## config.mk

```make
export PLATFORM = sky130hd
export DESIGN_NAME = mc_main_ctrl_flat
export DESIGN_NICKNAME = d
export VERILOG_FILES = /design/src/rtl/mc_main_ctrl_pkg.sv /design/src/rtl/mc_main_ctrl_if.sv /design/src/rtl/mc_mem_wait_timer.sv /design/src/rtl/mc_main_ctrl.sv /design/src/flat_wrapper.sv
export SDC_FILE = /design/constraint.sdc
export NUM_CORES = 1
export LEC_CHECK = 0
export CAP_MARGIN = 10
export CORE_MARGIN = 10
export CORE_UTILIZATION = 41
export CTS_BUF_LIST = sky130_fd_sc_hd__clkbuf_4
export CTS_CLUSTER_DIAMETER = 80
export DETAILED_ROUTE_END_ITERATION = 6
export GPL_TIMING_DRIVEN = 0
export HOLD_SLACK_MARGIN = 0.03
export PLACE_DENSITY = 0.78
export SLEW_MARGIN = 20
export SYNTH_ARGS = -nofsm -noshare
export SYNTH_HDL_FRONTEND = slang
export SYNTH_HIERARCHICAL = 1
export SYNTH_SLANG_ARGS = --single-unit
```

## constraint.sdc

```tcl
create_clock -name clk -period 1.56 [get_ports clk]
set_clock_uncertainty 0.2 [all_clocks]
set_input_delay 0.312 -clock clk [delete_from_list [all_inputs] [get_ports clk]]
set_output_delay 0.312 -clock clk [all_outputs]
set_load 0.1 [all_outputs]
```

## src/rtl/mc_main_ctrl_pkg.sv

```systemverilog
// Shared definitions for the multicycle MIPS main controller: state encodings,
// opcode constants, datapath select codes and the bundled control-word type.
package mc_main_ctrl_pkg;

    typedef enum logic [3:0] {
        S_RST      = 4'd0,
        S_FETCH    = 4'd1,
        S_DECODE   = 4'd2,
        S_MEMADR   = 4'd3,
        S_MEMRD    = 4'd4,
        S_MEMWB    = 4'd5,
        S_MEMWR    = 4'd6,
        S_RTYPE_EX = 4'd7,
        S_RTYPE_WB = 4'd8,
        S_BEQ      = 4'd9,
        S_JUMP     = 4'd10,
        S_ADDI_EX  = 4'd11,
        S_ADDI_WB  = 4'd12,
        S_HALT     = 4'd15
    } state_e;

    localparam logic [5:0] OP_RTYPE = 6'b000000;
    localparam logic [5:0] OP_LW    = 6'b100011;
    localparam logic [5:0] OP_SW    = 6'b101011;
    localparam logic [5:0] OP_BEQ   = 6'b000100;
    localparam logic [5:0] OP_J     = 6'b000010;
    localparam logic [5:0] OP_ADDI  = 6'b001000;

    localparam logic [1:0] ALUOP_ADD   = 2'b00;
    localparam logic [1:0] ALUOP_SUB   = 2'b01;
    localparam logic [1:0] ALUOP_FUNCT = 2'b10;

    localparam logic [1:0] PCSRC_ALU    = 2'b00;
    localparam logic [1:0] PCSRC_ALUOUT = 2'b01;
    localparam logic [1:0] PCSRC_JUMP   = 2'b10;

    localparam logic [1:0] SRCB_B       = 2'b00;
    localparam logic [1:0] SRCB_FOUR    = 2'b01;
    localparam logic [1:0] SRCB_IMM     = 2'b10;
    localparam logic [1:0] SRCB_IMM_SH2 = 2'b11;

    // One control word per cycle; all-zero is the idle/safe value.
    typedef struct packed {
        logic       pc_write;
        logic       pc_write_cond;
        logic [1:0] pc_source;
        logic       i_or_d;
        logic       mem_read;
        logic       mem_write;
        logic       ir_write;
        logic       reg_dst;
        logic       mem_to_reg;
        logic       reg_write;
        logic       alu_src_a;
        logic [1:0] alu_src_b;
        logic [1:0] alu_op;
        logic       illegal_op;
    } ctrl_t;

    // States that wait on the memory handshake and are covered by the timeout.
    function automatic logic is_mem_state(input state_e s);
        return (s == S_FETCH) || (s == S_MEMRD) || (s == S_MEMWR);
    endfunction

endpackage

```

## src/rtl/mc_main_ctrl_if.sv

```systemverilog
// Controller <-> datapath bundle: IR opcode and memory ready in, control word,
// status and debug state out. master = controller side, slave = datapath side.
interface mc_main_ctrl_if;
    logic [5:0] opcode;
    logic       mem_ready;
    logic       pc_write;
    logic       pc_write_cond;
    logic [1:0] pc_source;
    logic       i_or_d;
    logic       mem_read;
    logic       mem_write;
    logic       ir_write;
    logic       reg_dst;
    logic       mem_to_reg;
    logic       reg_write;
    logic       alu_src_a;
    logic [1:0] alu_src_b;
    logic [1:0] alu_op;
    logic       illegal_op;
    logic       mem_timeout;
    logic [3:0] state_dbg;

    modport master (
        input  opcode, mem_ready,
        output pc_write, pc_write_cond, pc_source, i_or_d, mem_read, mem_write,
               ir_write, reg_dst, mem_to_reg, reg_write, alu_src_a, alu_src_b,
               alu_op, illegal_op, mem_timeout, state_dbg
    );

    modport slave (
        output opcode, mem_ready,
        input  pc_write, pc_write_cond, pc_source, i_or_d, mem_read, mem_write,
               ir_write, reg_dst, mem_to_reg, reg_write, alu_src_a, alu_src_b,
               alu_op, illegal_op, mem_timeout, state_dbg
    );
endinterface

```

## src/rtl/mc_mem_wait_timer.sv

```systemverilog
// Memory wait counter: counts consecutive not-ready cycles of a memory state,
// flags expire once the count reaches LIMIT-1.
module mc_mem_wait_timer #(
    parameter int LIMIT = 16
) (
    input  logic clk,
    input  logic rst_n,
    input  logic clr,
    output logic expire
);
    localparam int W = (LIMIT > 2) ? $clog2(LIMIT) : 1;

    logic [W-1:0] cnt_reg;

    assign expire = (cnt_reg == W'(LIMIT - 1));

    // Count while not cleared; hold at the limit so the count never wraps.
    always_ff @(posedge clk or negedge rst_n) begin
        if (!rst_n) begin
            cnt_reg <= '0;
        end else if (clr) begin
            cnt_reg <= '0;
        end else if (!expire) begin
            cnt_reg <= cnt_reg + 1'b1;
        end
    end
endmodule

```

## src/rtl/mc_main_ctrl.sv

```systemverilog
// Main control FSM of the multicycle MIPS core.
// Optional feature: define MC_MAIN_CTRL_ADDI_EN to build the addi path
// (ADDI_EX/ADDI_WB); otherwise opcode 001000 decodes as illegal.
module mc_main_ctrl
    import mc_main_ctrl_pkg::*;
#(
    parameter int MEM_TIMEOUT = 16
) (
    input  logic          clk,
    input  logic          rst_n,
    mc_main_ctrl_if.master bus
);
    state_e state_reg, state_next;
    ctrl_t  ctrl;
    logic   mem_timeout_reg;
    logic   in_mem, wait_clr, expire, timeout_hit;

    assign in_mem      = is_mem_state(state_reg);
    assign wait_clr    = !in_mem || bus.mem_ready;
    assign timeout_hit = in_mem && !bus.mem_ready && expire;

    mc_mem_wait_timer #(.LIMIT(MEM_TIMEOUT)) u_wait_timer (
        .clk    (clk),
        .rst_n  (rst_n),
        .clr    (wait_clr),
        .expire (expire)
    );

    // State register and sticky timeout flag.
    always_ff @(posedge clk or negedge rst_n) begin
        if (!rst_n) begin
            state_reg       <= S_RST;
            mem_timeout_reg <= 1'b0;
        end else begin
            state_reg <= state_next;
            if (timeout_hit) begin
                mem_timeout_reg <= 1'b1;
            end
        end
    end

    // Next-state and Moore output decode (FETCH writes gated by mem_ready).
    always_comb begin
        state_next = state_reg;
        ctrl       = '0;
        case (state_reg)
            S_RST: state_next = S_FETCH;
            S_FETCH: begin
                ctrl.mem_read  = 1'b1;
                ctrl.alu_src_b = SRCB_FOUR;
                ctrl.alu_op    = ALUOP_ADD;
                ctrl.pc_source = PCSRC_ALU;
                if (bus.mem_ready) begin
                    ctrl.ir_write = 1'b1;
                    ctrl.pc_write = 1'b1;
                    state_next    = S_DECODE;
                end else if (expire) begin
                    state_next = S_HALT;
                end
            end
            S_DECODE: begin
                ctrl.alu_src_b = SRCB_IMM_SH2;
                ctrl.alu_op    = ALUOP_ADD;
                case (bus.opcode)
                    OP_LW, OP_SW: state_next = S_MEMADR;
                    OP_RTYPE:     state_next = S_RTYPE_EX;
                    OP_BEQ:       state_next = S_BEQ;
                    OP_J:         state_next = S_JUMP;
`ifdef MC_MAIN_CTRL_ADDI_EN
                    OP_ADDI:      state_next = S_ADDI_EX;
`endif
                    default: begin
                        ctrl.illegal_op = 1'b1;
                        state_next      = S_FETCH;
                    end
                endcase
            end
            S_MEMADR: begin
                ctrl.alu_src_a = 1'b1;
                ctrl.alu_src_b = SRCB_IMM;
                state_next     = (bus.opcode == OP_SW) ? S_MEMWR : S_MEMRD;
            end
            S_MEMRD: begin
                ctrl.mem_read = 1'b1;
                ctrl.i_or_d   = 1'b1;
                if (bus.mem_ready)  state_next = S_MEMWB;
                else if (expire)    state_next = S_HALT;
            end
            S_MEMWB: begin
                ctrl.reg_write  = 1'b1;
                ctrl.mem_to_reg = 1'b1;
                state_next      = S_FETCH;
            end
            S_MEMWR: begin
                ctrl.mem_write = 1'b1;
                ctrl.i_or_d    = 1'b1;
                if (bus.mem_ready)  state_next = S_FETCH;
                else if (expire)    state_next = S_HALT;
            end
            S_RTYPE_EX: begin
                ctrl.alu_src_a = 1'b1;
                ctrl.alu_src_b = SRCB_B;
                ctrl.alu_op    = ALUOP_FUNCT;
                state_next     = S_RTYPE_WB;
            end
            S_RTYPE_WB: begin
                ctrl.reg_write = 1'b1;
                ctrl.reg_dst   = 1'b1;
                state_next     = S_FETCH;
            end
            S_BEQ: begin
                ctrl.alu_src_a     = 1'b1;
                ctrl.alu_src_b     = SRCB_B;
                ctrl.alu_op        = ALUOP_SUB;
                ctrl.pc_write_cond = 1'b1;
                ctrl.pc_source     = PCSRC_ALUOUT;
                state_next         = S_FETCH;
            end
            S_JUMP: begin
                ctrl.pc_write  = 1'b1;
                ctrl.pc_source = PCSRC_JUMP;
                state_next     = S_FETCH;
            end
`ifdef MC_MAIN_CTRL_ADDI_EN
            S_ADDI_EX: begin
                ctrl.alu_src_a = 1'b1;
                ctrl.alu_src_b = SRCB_IMM;
                ctrl.alu_op    = ALUOP_ADD;
                state_next     = S_ADDI_WB;
            end
            S_ADDI_WB: begin
                ctrl.reg_write = 1'b1;
                state_next     = S_FETCH;
            end
`endif
            S_HALT:  state_next = S_HALT;
            default: state_next = S_HALT;
        endcase
    end

    assign bus.pc_write      = ctrl.pc_write;
    assign bus.pc_write_cond = ctrl.pc_write_cond;
    assign bus.pc_source     = ctrl.pc_source;
    assign bus.i_or_d        = ctrl.i_or_d;
    assign bus.mem_read      = ctrl.mem_read;
    assign bus.mem_write     = ctrl.mem_write;
    assign bus.ir_write      = ctrl.ir_write;
    assign bus.reg_dst       = ctrl.reg_dst;
    assign bus.mem_to_reg    = ctrl.mem_to_reg;
    assign bus.reg_write     = ctrl.reg_write;
    assign bus.alu_src_a     = ctrl.alu_src_a;
    assign bus.alu_src_b     = ctrl.alu_src_b;
    assign bus.alu_op        = ctrl.alu_op;
    assign bus.illegal_op    = ctrl.illegal_op;
    assign bus.mem_timeout   = mem_timeout_reg;
    assign bus.state_dbg     = state_reg;
endmodule

```

## src/flat_wrapper.sv

```systemverilog
// flat-port wrapper written by rule: the top's interface ports become plain ports
module mc_main_ctrl_flat import mc_main_ctrl_pkg::*;
#(
    parameter int MEM_TIMEOUT = 16
)
  (clk, rst_n, bus_opcode, bus_mem_ready, bus_pc_write, bus_pc_write_cond, bus_pc_source, bus_i_or_d, bus_mem_read, bus_mem_write, bus_ir_write, bus_reg_dst, bus_mem_to_reg, bus_reg_write, bus_alu_src_a, bus_alu_src_b, bus_alu_op, bus_illegal_op, bus_mem_timeout, bus_state_dbg);
  mc_main_ctrl_if bus_i ();
  input  logic clk;
  input  logic rst_n;
  input wire logic [$bits(bus_i.opcode)-1:0] bus_opcode;
  input wire logic [$bits(bus_i.mem_ready)-1:0] bus_mem_ready;
  output wire logic [$bits(bus_i.pc_write)-1:0] bus_pc_write;
  output wire logic [$bits(bus_i.pc_write_cond)-1:0] bus_pc_write_cond;
  output wire logic [$bits(bus_i.pc_source)-1:0] bus_pc_source;
  output wire logic [$bits(bus_i.i_or_d)-1:0] bus_i_or_d;
  output wire logic [$bits(bus_i.mem_read)-1:0] bus_mem_read;
  output wire logic [$bits(bus_i.mem_write)-1:0] bus_mem_write;
  output wire logic [$bits(bus_i.ir_write)-1:0] bus_ir_write;
  output wire logic [$bits(bus_i.reg_dst)-1:0] bus_reg_dst;
  output wire logic [$bits(bus_i.mem_to_reg)-1:0] bus_mem_to_reg;
  output wire logic [$bits(bus_i.reg_write)-1:0] bus_reg_write;
  output wire logic [$bits(bus_i.alu_src_a)-1:0] bus_alu_src_a;
  output wire logic [$bits(bus_i.alu_src_b)-1:0] bus_alu_src_b;
  output wire logic [$bits(bus_i.alu_op)-1:0] bus_alu_op;
  output wire logic [$bits(bus_i.illegal_op)-1:0] bus_illegal_op;
  output wire logic [$bits(bus_i.mem_timeout)-1:0] bus_mem_timeout;
  output wire logic [$bits(bus_i.state_dbg)-1:0] bus_state_dbg;
  assign bus_i.opcode = bus_opcode;
  assign bus_i.mem_ready = bus_mem_ready;
  assign bus_pc_write = bus_i.pc_write;
  assign bus_pc_write_cond = bus_i.pc_write_cond;
  assign bus_pc_source = bus_i.pc_source;
  assign bus_i_or_d = bus_i.i_or_d;
  assign bus_mem_read = bus_i.mem_read;
  assign bus_mem_write = bus_i.mem_write;
  assign bus_ir_write = bus_i.ir_write;
  assign bus_reg_dst = bus_i.reg_dst;
  assign bus_mem_to_reg = bus_i.mem_to_reg;
  assign bus_reg_write = bus_i.reg_write;
  assign bus_alu_src_a = bus_i.alu_src_a;
  assign bus_alu_src_b = bus_i.alu_src_b;
  assign bus_alu_op = bus_i.alu_op;
  assign bus_illegal_op = bus_i.illegal_op;
  assign bus_mem_timeout = bus_i.mem_timeout;
  assign bus_state_dbg = bus_i.state_dbg;
  mc_main_ctrl #(.MEM_TIMEOUT(MEM_TIMEOUT)) u_core (.clk(clk), .rst_n(rst_n), .bus(bus_i));
endmodule
```

==> results of run 1 <==
[metrics by stage]
step | area, um^2 | hold WS [ps] | util [%] | worst slack (ps) | setup TNS, ps
2_1_floorplan | 1010 | -184 | - | -1110 | -12280
3_3_place_gp | 1350 | 263 | 69.3 | -1440 | -23180
3_5_place_dp | 1350 | 286 | 69.3 | -1460 | -23730
4_1_cts | 1800 | 144 | 92.5 | -593 | -10400
[synth_stat cells (all sizes together)]
cell | instances | area (um^2)
nor2b | 3 | 18.8
o41ai | 1 | 16.3
nor2 | 20 | 82.6
a31oi | 2 | 12.5
mux2i | 1 | 10.0
a211o | 1 | 8.76
nand4 | 1 | 6.26
nor4 | 1 | 6.26
or4 | 1 | 7.51
o21ai | 6 | 30.0
buf | 7 | 40.0
inv | 1 | 3.75
a31o | 1 | 8.76
dfrtp | 9 | 225
and2b | 2 | 17.5
a211oi | 1 | 12.5
ha | 1 | 12.5
nor3 | 6 | 41.3
xnor2 | 1 | 8.76
o211ai | 1 | 7.51
a21o | 1 | 8.76
a21oi | 7 | 35.0
a21boi | 1 | 7.51
mux2 | 2 | 22.5
nor4b | 1 | 8.76
nor3b | 1 | 7.51
nand2 | 2 | 7.51
o2111ai | 1 | 8.76
and2 | 2 | 12.5
nand3 | 3 | 20.0
a311oi | 1 | 8.76
and3 | 2 | 18.8
clkbuf | 1 | 3.75
o21bai | 1 | 7.51
nand2b | 8 | 50.1
o211a | 1 | 10.0
and3b | 1 | 8.76
[logic make-up after synthesis]
group                    after synthesis
buffers and inverters                  9
XOR/XNOR                               1
multiplexers                           3
flip-flops                             9
AO/OA/AOI/OAI                         26
AND/OR/NAND/NOR                       54
adder cells (fa/ha/maj)                1
[timing repair]
action / CTS
pin swaps: 13
hold endpoints to repair: 0
buffers inserted: 25
hold buffers: 0
resized for setup: 209
endpoints found under the setup margin: 30
==> flow_summary_export.csv, run 1 <==
group,metric,value,unit
yosys,avgSynthCellArea,7.99,um^2
placed_design,routabilityCongestion,0.775,
clock_network,numCtsBuffers,3,
status,status,"did not finish",
yosys,ys_types,43,
yosys,synth_compound_area_share,22.2,%
sta,worst-ep-kind,"output port",
placed_design,dp.cells,160,
clock_network,h-tree-depth,1,
status,tool.error,"[ERROR DPL-0038] Utilization greater than 100%, impossible to legalize",
die,fp.dieH,64.8,um
status,stop_stage,"global routing (5_1_grt)",
yosys,ys_seq_area_share,27.4,%
yosys,synthAdderAreaFrac,1.52,%
die,initial_core_util,42.4,%
placed_design,dp_hpwl,2110,um
die,std_cell_rows,16,
clock_network,cts_sinks,9,
yosys,synth_xor_area_share,1.06,%
sta,postGrtWorstEndpoint,"bus_pc_write",
yosys,synthCells,103,
yosys,syn_nets,113,
placed_design,port_buffers,30,
grt,grt_max_degree,11,
die,die_w,64.8,um
clock_network,clockBufferDepth,2,
yosys,synth_seq_cells,9,
yosys,yosys.area_share.simple,38.1,%
die,io_pins,31,
yosys,synthMuxAreaShare,3.95,%
yosys,synth_top_family_by_area,"simple AND/OR/NAND/NOR gates",
yosys,ys_warn_count,6,
yosys,syn_area,823,um^2
clock_network,root_buffer,"clkbuf_4",
==> run 2, diff against run 1 <==
--- a/config.mk
+++ b/config.mk
@@ -6,14 +6,11 @@
 export NUM_CORES = 1
 export LEC_CHECK = 0
 export CAP_MARGIN = 10
-export CORE_MARGIN = 10
-export CORE_UTILIZATION = 41
-export CTS_BUF_LIST = sky130_fd_sc_hd__clkbuf_4
-export CTS_CLUSTER_DIAMETER = 80
+export CORE_AREA = 10 10 71 73
 export DETAILED_ROUTE_END_ITERATION = 6
+export DIE_AREA = 0 0 81 83
 export GPL_TIMING_DRIVEN = 0
-export HOLD_SLACK_MARGIN = 0.03
-export PLACE_DENSITY = 0.78
+export PLACE_DENSITY_LB_ADDON = 0.15
 export SLEW_MARGIN = 20
 export SYNTH_ARGS = -nofsm -noshare
 export SYNTH_HDL_FRONTEND = slang
==> constraint.sdc (replaced) <==
create_clock -name clk -period 2 [get_ports clk]
set_clock_uncertainty 0.2 [all_clocks]
set_input_delay 0.4 -clock clk [delete_from_list [all_inputs] [get_ports clk]]
set_output_delay 0.4 -clock clk [all_outputs]
set_load 0.1 [all_outputs]
==> flow_summary_export.csv, run 2 <==
group,metric,value,unit
worst_setup_path,crit_chain,"buf_6 -> nand2b_4 -> nor3b_2 -> a21oi_2 -> nor2_4 -> buf_12",
yosys,synth_common_cells,"nor2_1 (19), dfrtp_1 (9), nand2b_1 (8), a21oi_1 (7)",
placed_design,dp_hpwl,2140,um
drt,post_drt_wl_per_cell,14.8,um
clock_network,numCtsBuffers,3,
yosys,async_reset_ff_share,100,%
clock_network,cts_sinks,9,
layout,regArea,240,um^2
layout,diodes,0,
yosys,yosysTopAreaCellShare,27.4,%
sta,drv_slew,0,
sta,timing.fmax,459,MHz
sta,hold_viol,0,
sta,tightestPinTransition,960,ps
layout,fill_cells,338,
layout,nNetsFinal,171,
yosys,syn_nets,113,
clock_network,clock_latency,230,ps
yosys,synth_seq_cells,9,
drt,first_pass_iters,4,
sta,slew_headroom,36.3,%
yosys,synthCells,103,
drt,drtIter0Drc,40,
drt,antenna_left,0,
yosys,syn_area,823,um^2
layout,multiInputGateArea,747,um^2
placed_design,port_buffers,30,
drt,vias_per_cell,4.77,
yosys,ys_warn_count,6,
layout,final_common_cell,"buf_4",
worst_setup_path,cp-start-kind,"flop",
sta,post-route-period-util,109,%
clock_network,h-tree-depth,1,
worst_setup_path,critPathTopFamily,"simple AND/OR/NAND/NOR gates",
die,fp.dieH,83,um
sta,grt_setup_unrepaired,"true",
status,status,"finished, violations left",
sta,setup_slack,-179,ps
yosys,synth_most_common_cell,"nor2_1",
layout,mostFrequentLayoutCells,"buf_4 (20), buf_12 (16), nor2_4 (11)",
worst_setup_path,critPathSlowestCell,"dfrtp_4",
yosys,synth_top_area_cell,"dfrtp_1",
yosys,ys_seq_area_share,27.4,%
hold_path,hp-class,"reg2reg",
grt,grt_max_degree,11,
yosys,ys_types,43,
clock_network,root_buffer,"clkbuf_8",
grt,antenna_found_initial,0,
sta,min_period,2180,ps
yosys,avgSynthCellArea,7.99,um^2
yosys,yosys-top-cells-area,"dfrtp_1 (27%), nor2_1 (8.7%), nand2b_1 (6.1%)",
worst_setup_path,rrSetupSlack,210,ps
flow_run,cap_violations,0,
worst_setup_path,end_kind,"output port",
die,die_w,81,um
grt,grt_usage,8.72,%
worst_setup_path,cp.required,1400,ps
worst_setup_path,critPathKind,"reg2out",
die,coreArea,3630,um^2
worst_setup_path,critPathMaxStageDelay,470,ps
drt,drc_errors,0,
sta,setup_viol,15,
grt,grt_pass1_wl,4780,um
clock_network,cts_tree,"yes",
worst_setup_path,critical_path.n_buffers_inverters,2,
drt,vias,992,
yosys,synth_enable_flop_cells,0,
grt,grt_pass1_vias,957,
sta,fin_setup_tns,-1400,ps
die,io_pins,31,
layout,final_cells,208,
clock_network,clk_pin_slew,40,ps
die,fp.dieArea,6720,um^2
clock_network,clockBufferDepth,2,
yosys,ys.flop_type,"dfrtp_1",
layout,syn2layout_area_growth,122,%
worst_setup_path,critPathArrivalTime,1580,ps
clock_network,hold_buffers,0,
placed_design,routabilityCongestion,0.814,
status,violations,"setup timing",
drt,finalWirelength,3090,um
worst_setup_path,critPathMaxFanout,6,
placed_design,dp.cells,181,
placed_design,dpl_worst_slack,-1200,ps
layout,drive_above_1_share,63.7,%
grt,overflow,0,
die,std_cell_rows,22,
die,initial_core_util,22.7,%
-- run 2: cell counts after synthesis --
No cell type changed its count.
-- run 2: final cells by class --
| type | instances | share of cell area (%) |
|---|---|---|
| inverter | 1 | 0.205 |
| timing repair buffer | 55 | 35.2 |
| buffer | 6 | 4.79 |
| multi-input combinational | 85 | 40.9 |
| sequential | 9 | 13.1 |
| clock buffer | 4 | 2.46 |
| tap | 48 | 3.29 |
-- run 2: logic make-up after synthesis --
family          count (synthesis)  synth area share (%)
mux                             3                  3.95
flops                           9                  27.4
fa+ha+maj                       1                  1.52
buf+inv                         9                  5.77
simple gates                   54                  38.1
xor+xnor                        1                  1.06
compound gates                 26                  22.2
-- run 2: timing repair --
item	4_1_cts	5_1_grt
gates resized for setup	181	28
pin swaps	10	9
setup endpoints to repair	22	19
setup buffers	9	16
-- run 2: per-stage QoR --
stage               area, um^2  util [%]  hold WS (ps)
floorplan                 1010         -         -95.6
global placement          1370      37.6           261
global route              1830      50.3           298
finish                    1830      50.3           275
detailed placement        1370      37.6           264
CTS                       1630      44.8           280
-- run 2: worst paths after layout --
kind	startpoint	end	cells past startpoint
min in group asynchronous	rst_n	u_core/u_wait_timer/cnt_reg[2]	1
worst min register to register	u_core/bus.mem_timeout	u_core/bus.mem_timeout	1
max in group asynchronous	rst_n	u_core/bus.state_dbg[0]	1
worst max-delay path	u_core/bus.state_dbg[1]	bus_pc_write	6
worst min-delay path	u_core/bus.mem_timeout	u_core/bus.mem_timeout	1
worst max register to register	u_core/bus.state_dbg[0]	u_core/bus.state_dbg[2]	5
-- run 2: metal layers --
metal	wire length (um)	GRT usage (%)	up-vias	part of all wire, %
li1	-	-	487	-
met1	1300	10.9	467	42
met2	1500	13.0	32	48
met3	205	2.05	6	6.6
met4	83	5.01	0	2.7
met5	0	0	-	0
Power of run 2 is not shown: default switching activity piles up to over one toggle a cycle in this logic, so the estimate is an artifact.
